### config.mk
export PLATFORM = sky130hd
export DESIGN_NAME = sd_cmd_ctrl
export DESIGN_NICKNAME = d
export VERILOG_FILES = /design/src/rtl/sd_cmd_ctrl.sv
export SDC_FILE = /design/constraint.sdc
export NUM_CORES = 1
export LEC_CHECK = 0
export BUFFER_PORTS_ARGS = -buffer_cell sky130_fd_sc_hd__clkbuf_2
export CORE_MARGIN = 8
export CORE_UTILIZATION = 40
export DETAILED_ROUTE_END_ITERATION = 8
export MAX_ROUTING_LAYER = met4
export SLEW_MARGIN = 20
export SYNTH_ARGS = -nofsm -noshare
export SYNTH_HDL_FRONTEND = slang
export SYNTH_SLANG_ARGS = --single-unit
### constraint.sdc
create_clock -name iClk -period 2.6 [get_ports iClk]
set_input_delay 0.52 -clock iClk [delete_from_list [all_inputs] [get_ports iClk]]
set_output_delay 0.52 -clock iClk [all_outputs]
set_load 0.03 [all_outputs]
### src/rtl/sd_cmd_ctrl.sv
// sd_cmd_ctrl: issues one SD SPI-mode command frame, polls for the R1 response,
// then releases chip select and clocks one trailing byte before reporting completion.
module sd_cmd_ctrl #(
    parameter int unsigned POLL_MAX = 8
) (
    input  logic        iClk,
    input  logic        iRstN,
    input  logic        iStart,
    input  logic [5:0]  iCmd,
    input  logic [31:0] iArg,
    input  logic [6:0]  iCrc,
    output logic        oBusy,
    output logic        oDone,
    output logic [7:0]  oResp,
    output logic        oTimeout,
    output logic        oCs,
    output logic        oSpiSend,
    output logic [7:0]  oSpiData,
    input  logic        iSpiTaken,
    input  logic        iSpiAvail,
    input  logic [7:0]  iSpiData
);

    localparam int unsigned BYTE_W = 8;
    localparam int unsigned IDX_W  = 3;
    localparam logic [IDX_W-1:0]  LAST_IDX   = IDX_W'(5);
    localparam logic [BYTE_W-1:0] POLL_LIMIT = BYTE_W'(POLL_MAX);
    localparam logic [BYTE_W-1:0] FILL_BYTE  = 8'hFF;

    typedef enum logic [1:0] {
        ST_IDLE,
        ST_SEND,
        ST_POLL,
        ST_TAIL
    } state_e;

    state_e              state_q, state_d;
    logic [IDX_W-1:0]    idx_q, idx_d;
    logic [BYTE_W-1:0]   poll_cnt_q, poll_cnt_d;
    logic                pend_q, pend_d;
    logic [5:0]          cmd_q, cmd_d;
    logic [31:0]         arg_q, arg_d;
    logic [6:0]          crc_q, crc_d;
    logic                busy_q, busy_d;
    logic                done_q, done_d;
    logic [BYTE_W-1:0]   resp_q, resp_d;
    logic                timeout_q, timeout_d;
    logic                cs_q, cs_d;
    logic                send_q, send_d;
    logic [BYTE_W-1:0]   data_q, data_d;

    logic                taken_c;
    logic                byte_done_c;
    logic [BYTE_W-1:0]   poll_inc_c;

    // Frame byte selected by position within the 6-byte command frame
    function automatic logic [BYTE_W-1:0] frame_byte(
        input logic [IDX_W-1:0] idx,
        input logic [5:0]       cmd,
        input logic [31:0]      arg,
        input logic [6:0]       crc
    );
        case (idx)
            3'd0:    frame_byte = {2'b01, cmd};
            3'd1:    frame_byte = arg[31:24];
            3'd2:    frame_byte = arg[23:16];
            3'd3:    frame_byte = arg[15:8];
            3'd4:    frame_byte = arg[7:0];
            3'd5:    frame_byte = {crc, 1'b1};
            default: frame_byte = FILL_BYTE;
        endcase
    endfunction

    // Handshake qualifiers: a strobe only counts while its byte is outstanding
    assign taken_c     = send_q & iSpiTaken;
    assign byte_done_c = pend_q & iSpiAvail;
    assign poll_inc_c  = poll_cnt_q + 8'd1;

    // Next-state and registered-output decode
    always_comb begin
        state_d    = state_q;
        idx_d      = idx_q;
        poll_cnt_d = poll_cnt_q;
        pend_d     = pend_q;
        cmd_d      = cmd_q;
        arg_d      = arg_q;
        crc_d      = crc_q;
        busy_d     = busy_q;
        done_d     = 1'b0;
        resp_d     = resp_q;
        timeout_d  = timeout_q;
        cs_d       = cs_q;
        send_d     = send_q;
        data_d     = data_q;

        if (state_q != ST_IDLE && taken_c) begin
            send_d = 1'b0;
            pend_d = 1'b1;
        end

        case (state_q)
            ST_IDLE: begin
                busy_d = 1'b0;
                cs_d   = 1'b1;
                send_d = 1'b0;
                pend_d = 1'b0;
                data_d = FILL_BYTE;
                if (iStart) begin
                    cmd_d      = iCmd;
                    arg_d      = iArg;
                    crc_d      = iCrc;
                    idx_d      = '0;
                    poll_cnt_d = '0;
                    busy_d     = 1'b1;
                    cs_d       = 1'b0;
                    send_d     = 1'b1;
                    data_d     = {2'b01, iCmd};
                    state_d    = ST_SEND;
                end
            end
            ST_SEND: begin
                // received bytes are discarded; only the strobe advances the frame
                if (byte_done_c) begin
                    pend_d = 1'b0;
                    send_d = 1'b1;
                    if (idx_q == LAST_IDX) begin
                        poll_cnt_d = '0;
                        data_d     = FILL_BYTE;
                        state_d    = ST_POLL;
                    end else begin
                        idx_d  = idx_q + 3'd1;
                        data_d = frame_byte(idx_q + 3'd1, cmd_q, arg_q, crc_q);
                    end
                end
            end
            ST_POLL: begin
                if (byte_done_c) begin
                    pend_d     = 1'b0;
                    poll_cnt_d = poll_inc_c;
                    if (!iSpiData[7]) begin
                        resp_d    = iSpiData;
                        timeout_d = 1'b0;
                        cs_d      = 1'b1;
                        state_d   = ST_TAIL;
                    end else if (poll_inc_c == POLL_LIMIT) begin
                        resp_d    = FILL_BYTE;
                        timeout_d = 1'b1;
                        cs_d      = 1'b1;
                        state_d   = ST_TAIL;
                    end else begin
                        send_d = 1'b1;
                    end
                end
            end
            ST_TAIL: begin
                // chip select rises first; the trailing byte is requested a cycle later
                if (!send_q && !pend_q) begin
                    send_d = 1'b1;
                    data_d = FILL_BYTE;
                end else if (byte_done_c) begin
                    pend_d  = 1'b0;
                    busy_d  = 1'b0;
                    done_d  = 1'b1;
                    state_d = ST_IDLE;
                end
            end
            default: state_d = ST_IDLE;
        endcase
    end

    // State and output registers with synchronous active-low reset
    always_ff @(posedge iClk) begin
        if (!iRstN) begin
            state_q    <= ST_IDLE;
            idx_q      <= '0;
            poll_cnt_q <= '0;
            pend_q     <= 1'b0;
            cmd_q      <= '0;
            arg_q      <= '0;
            crc_q      <= '0;
            busy_q     <= 1'b0;
            done_q     <= 1'b0;
            resp_q     <= FILL_BYTE;
            timeout_q  <= 1'b0;
            cs_q       <= 1'b1;
            send_q     <= 1'b0;
            data_q     <= FILL_BYTE;
        end else begin
            state_q    <= state_d;
            idx_q      <= idx_d;
            poll_cnt_q <= poll_cnt_d;
            pend_q     <= pend_d;
            cmd_q      <= cmd_d;
            arg_q      <= arg_d;
            crc_q      <= crc_d;
            busy_q     <= busy_d;
            done_q     <= done_d;
            resp_q     <= resp_d;
            timeout_q  <= timeout_d;
            cs_q       <= cs_d;
            send_q     <= send_d;
            data_q     <= data_d;
        end
    end

    assign oBusy    = busy_q;
    assign oDone    = done_q;
    assign oResp    = resp_q;
    assign oTimeout = timeout_q;
    assign oCs      = cs_q;
    assign oSpiSend = send_q;
    assign oSpiData = data_q;

endmodule

==> impl_metrics.tcl <==
set metrics [dict create \
    status "finished, final reports clean" \
    top_usage_layer "met2" \
    cts_hold_buf 0 \
    synthMuxAreaShare_pct 2.21 \
    n_antenna_cell 0 \
    ys_ff_latch 80 \
    antenna_found_initial 0 \
    cts_max_path_buffers 2 \
    post_drt_wl_per_cell_um 15.4 \
    crit_fanout 11 \
    final_antenna_net_count 0 \
    synth-edff-count 0 \
    max-slew-margin-rel_pct 56.6 \
    vias 3665 \
    worst_hold_path.num_cells 3 \
    dieArea_sq_um 13000 \
    syn_inst 483 \
    drv_cap 0 \
    vdd_drop_max_v 0.000332 \
    post_cts_buffers 0 \
    timing.reg2reg.setup_slack_ps 460 \
    ys_types 59 \
    reg2reg_depth 7 \
    clock_skew_ps 11.6 \
    drt-initial-drc-count 264 \
    start_util_pct 40.3 \
    gr-usage-met2_pct 26.8 \
    numPortBuffers 78 \
    p_total_w 0.00361 \
    vias_per_cell 5.38 \
    cts_num_sinks 80 \
    cts_tree "done" \
    hp-start "iArg[14]" \
    powerDensity_nw_per_um2 799 \
    die-width_um 114 \
    synth_top_family_by_area "compound AO/OA/AOI/OAI gates" \
    grt_pass1_vias 3504 \
    drc 0 \
    synth_fa_ha_area_share_pct 3.90 \
    htree_levels 3 \
    critPathLaunchType "register" \
    gp_congestion 0.891 \
    synthTopCellsByArea "dfxtp_1 (42%), nand2_1 (11%), a21oi_1 (8.6%)" \
    post_cts_resized 0 \
    cp-end-kind "register" \
    synth_area_sq_um 3850 \
    slew_viol_final 0 \
    required_ps 2880 \
    clk_latency_ps 350 \
    wl_um 10500 \
    worstMarginPinSlew_ps 652 \
    synth.yosys.seq_area_share_pct 41.6 \
    grt_max_degree 48 \
    met1_usage_pct 20.9 \
    async_reset_ff_share_pct 0 \
    worst-setup-path-type "register to register" \
    die_h_um 114 \
    synth-compound-area-share_pct 25.9 \
    mostFrequentLayoutCells "nand2_1 (111), dfxtp_1 (80), clkbuf_2 (78)" \
    numCtsBuffers 9 \
    r2r_start "idx_q[1]$_SDFFE_PN0P_" \
    fin_crit_ps 2140 \
    grt_pass1_wl_um 17400 \
    synth-xor-area-share_pct 1.33 \
    syn-num-nets 553 \
    syn_avg_cell_area_sq_um 7.98 \
    yosys_warnings 0 \
    yosys.area.top_type_share_pct 41.6 \
    arrival_ps 2420 \
    yosysTopAreaCell "dfxtp_1" \
    overflow 0 \
    drive_gt1_share_pct 20.8 \
    ios 79 \
    leakage_nw 1.78 \
    final_common_cell "nand2_1" \
    min_to "arg_q[14]$_SDFFE_PN0P_" \
    tns_ps 0 \
    drtPass1Iterations 5 \
    hold_viol 0 \
    rsz0062_at_grt "no" \
    clk_pin_slew_ps 90 \
    fp.coreArea_sq_um 9550 \
    finalSetupViolations 0 \
    core.rowCount 36 \
    root_buffer "clkbuf_8" \
    synthFlopType "dfxtp_1" \
    yosys.area_share.simple_pct 20.0 \
    rr_endpoint "state_q[1]$_SDFFE_PN0P_" \
    met3_usage_pct 3.11 \
    hold_class "input pin to register" \
    area_growth_pct 17.2 \
    dpl.hpwl_um 7620 \
    groute.usage.overall_pct 17.0 \
    fmax_mhz 467 \
    min_period_over_period_pct 82.4 \
    nets 614 \
]
[metrics by stage]
step / instance area (sq um) / util, % / hold WS, ps / std cells / setup WS [ps]
floorplan: 3850 / - / 433 / 483 / 736
global placement: 4320 / 45.3 / 442 / 666 / 541
detailed placement: 4320 / 45.3 / 449 / 666 / 490
CTS: 4520 / 47.3 / 362 / 681 / 455
global route: 4520 / 47.3 / 379 / 681 / 301
finish: 4520 / 47.3 / 380 / 681 / 456
[registers in the layout (all words and copies together) (netlist names), 2 cells and up]
register,flops
poll_cnt_q,8
state_q,2
oSpiData,8
arg_q,32
cmd_q,6
oResp,8
crc_q,7
idx_q,3
[critical path, stage by stage, from the launching register on]
cell      delay, ps
dfxtp_1         350
inv_1           100
ha_1            420
nand2_1         240
o22ai_1         310
o211ai_1        130
o21ai_0         290
mux2i_1         230
[metal layers]
layer  vias up  share of wire, %
met5         -                 0
met4         0               2.2
met3        17               4.9
met2        98                47
met1      1717                46
li1       1833                 -
[worst max path at each step]
stage | start | end | slack, ps | depth (start not counted)
3_5_place_dp | idx_q[1]$_SDFFE_PN0P_ | oSpiData[4]$_SDFFE_PN1P_ | 490 | 6
3_3_place_gp | idx_q[0]$_SDFFE_PN0P_ | oSpiData[4]$_SDFFE_PN1P_ | 540 | 6
6_report | idx_q[1]$_SDFFE_PN0P_ | state_q[1]$_SDFFE_PN0P_ | 460 | 7
2_1_floorplan | idx_q[0]$_SDFFE_PN0P_ | oSpiData[3]$_SDFFE_PN1P_ | 740 | 7
5_1_grt | idx_q[0]$_SDFFE_PN0P_ | oSpiData[6]$_SDFFE_PN1P_ | 300 | 7
4_1_cts | idx_q[1]$_SDFFE_PN0P_ | state_q[1]$_SDFFE_PN0P_ | 450 | 7
[area by class of cell]
type                       count  area, sq um
inverter                       9         33.8
tap                          133          166
clock buffer                   9          124
fill                        1030         5030
sequential                    80         1600
multi-input combinational    359         2050
timing repair buffer          85          468
clock inverter                 6         68.8
[report_power, final]
| group | internal (W) | switching (W) |
|---|---|---|
| Combinational | 0.000397 | 0.000705 |
| Clock | 0.000444 | 0.000498 |
| Sequential | 0.00143 | 0.000133 |
[cell families after synthesis]
group | Yosys count
AOI/OAI and AO/OA | 162
muxes | 7
DFF | 80
and+or+nand+nor | 173
xor gates and xnor gates | 5
buffers and inverters | 44
adders and majority gates | 12
[cells in the mapped netlist, drive strengths merged (3+ instances only)]
cell    instances
a22oi           9
nand4           4
ha             12
and4            3
nor3            4
dfxtp          80
mux2            6
clkbuf         21
nand3           9
nand2         111
buf            14
xnor2           3
inv             8
nor2b           3
nor2           22
a31oi           8
nand2b          4
a21oi          66
a221oi          3
a211oi         12
o21ai          24
o22ai          15
o211ai          9
Power figures use the tool's default switching activity.
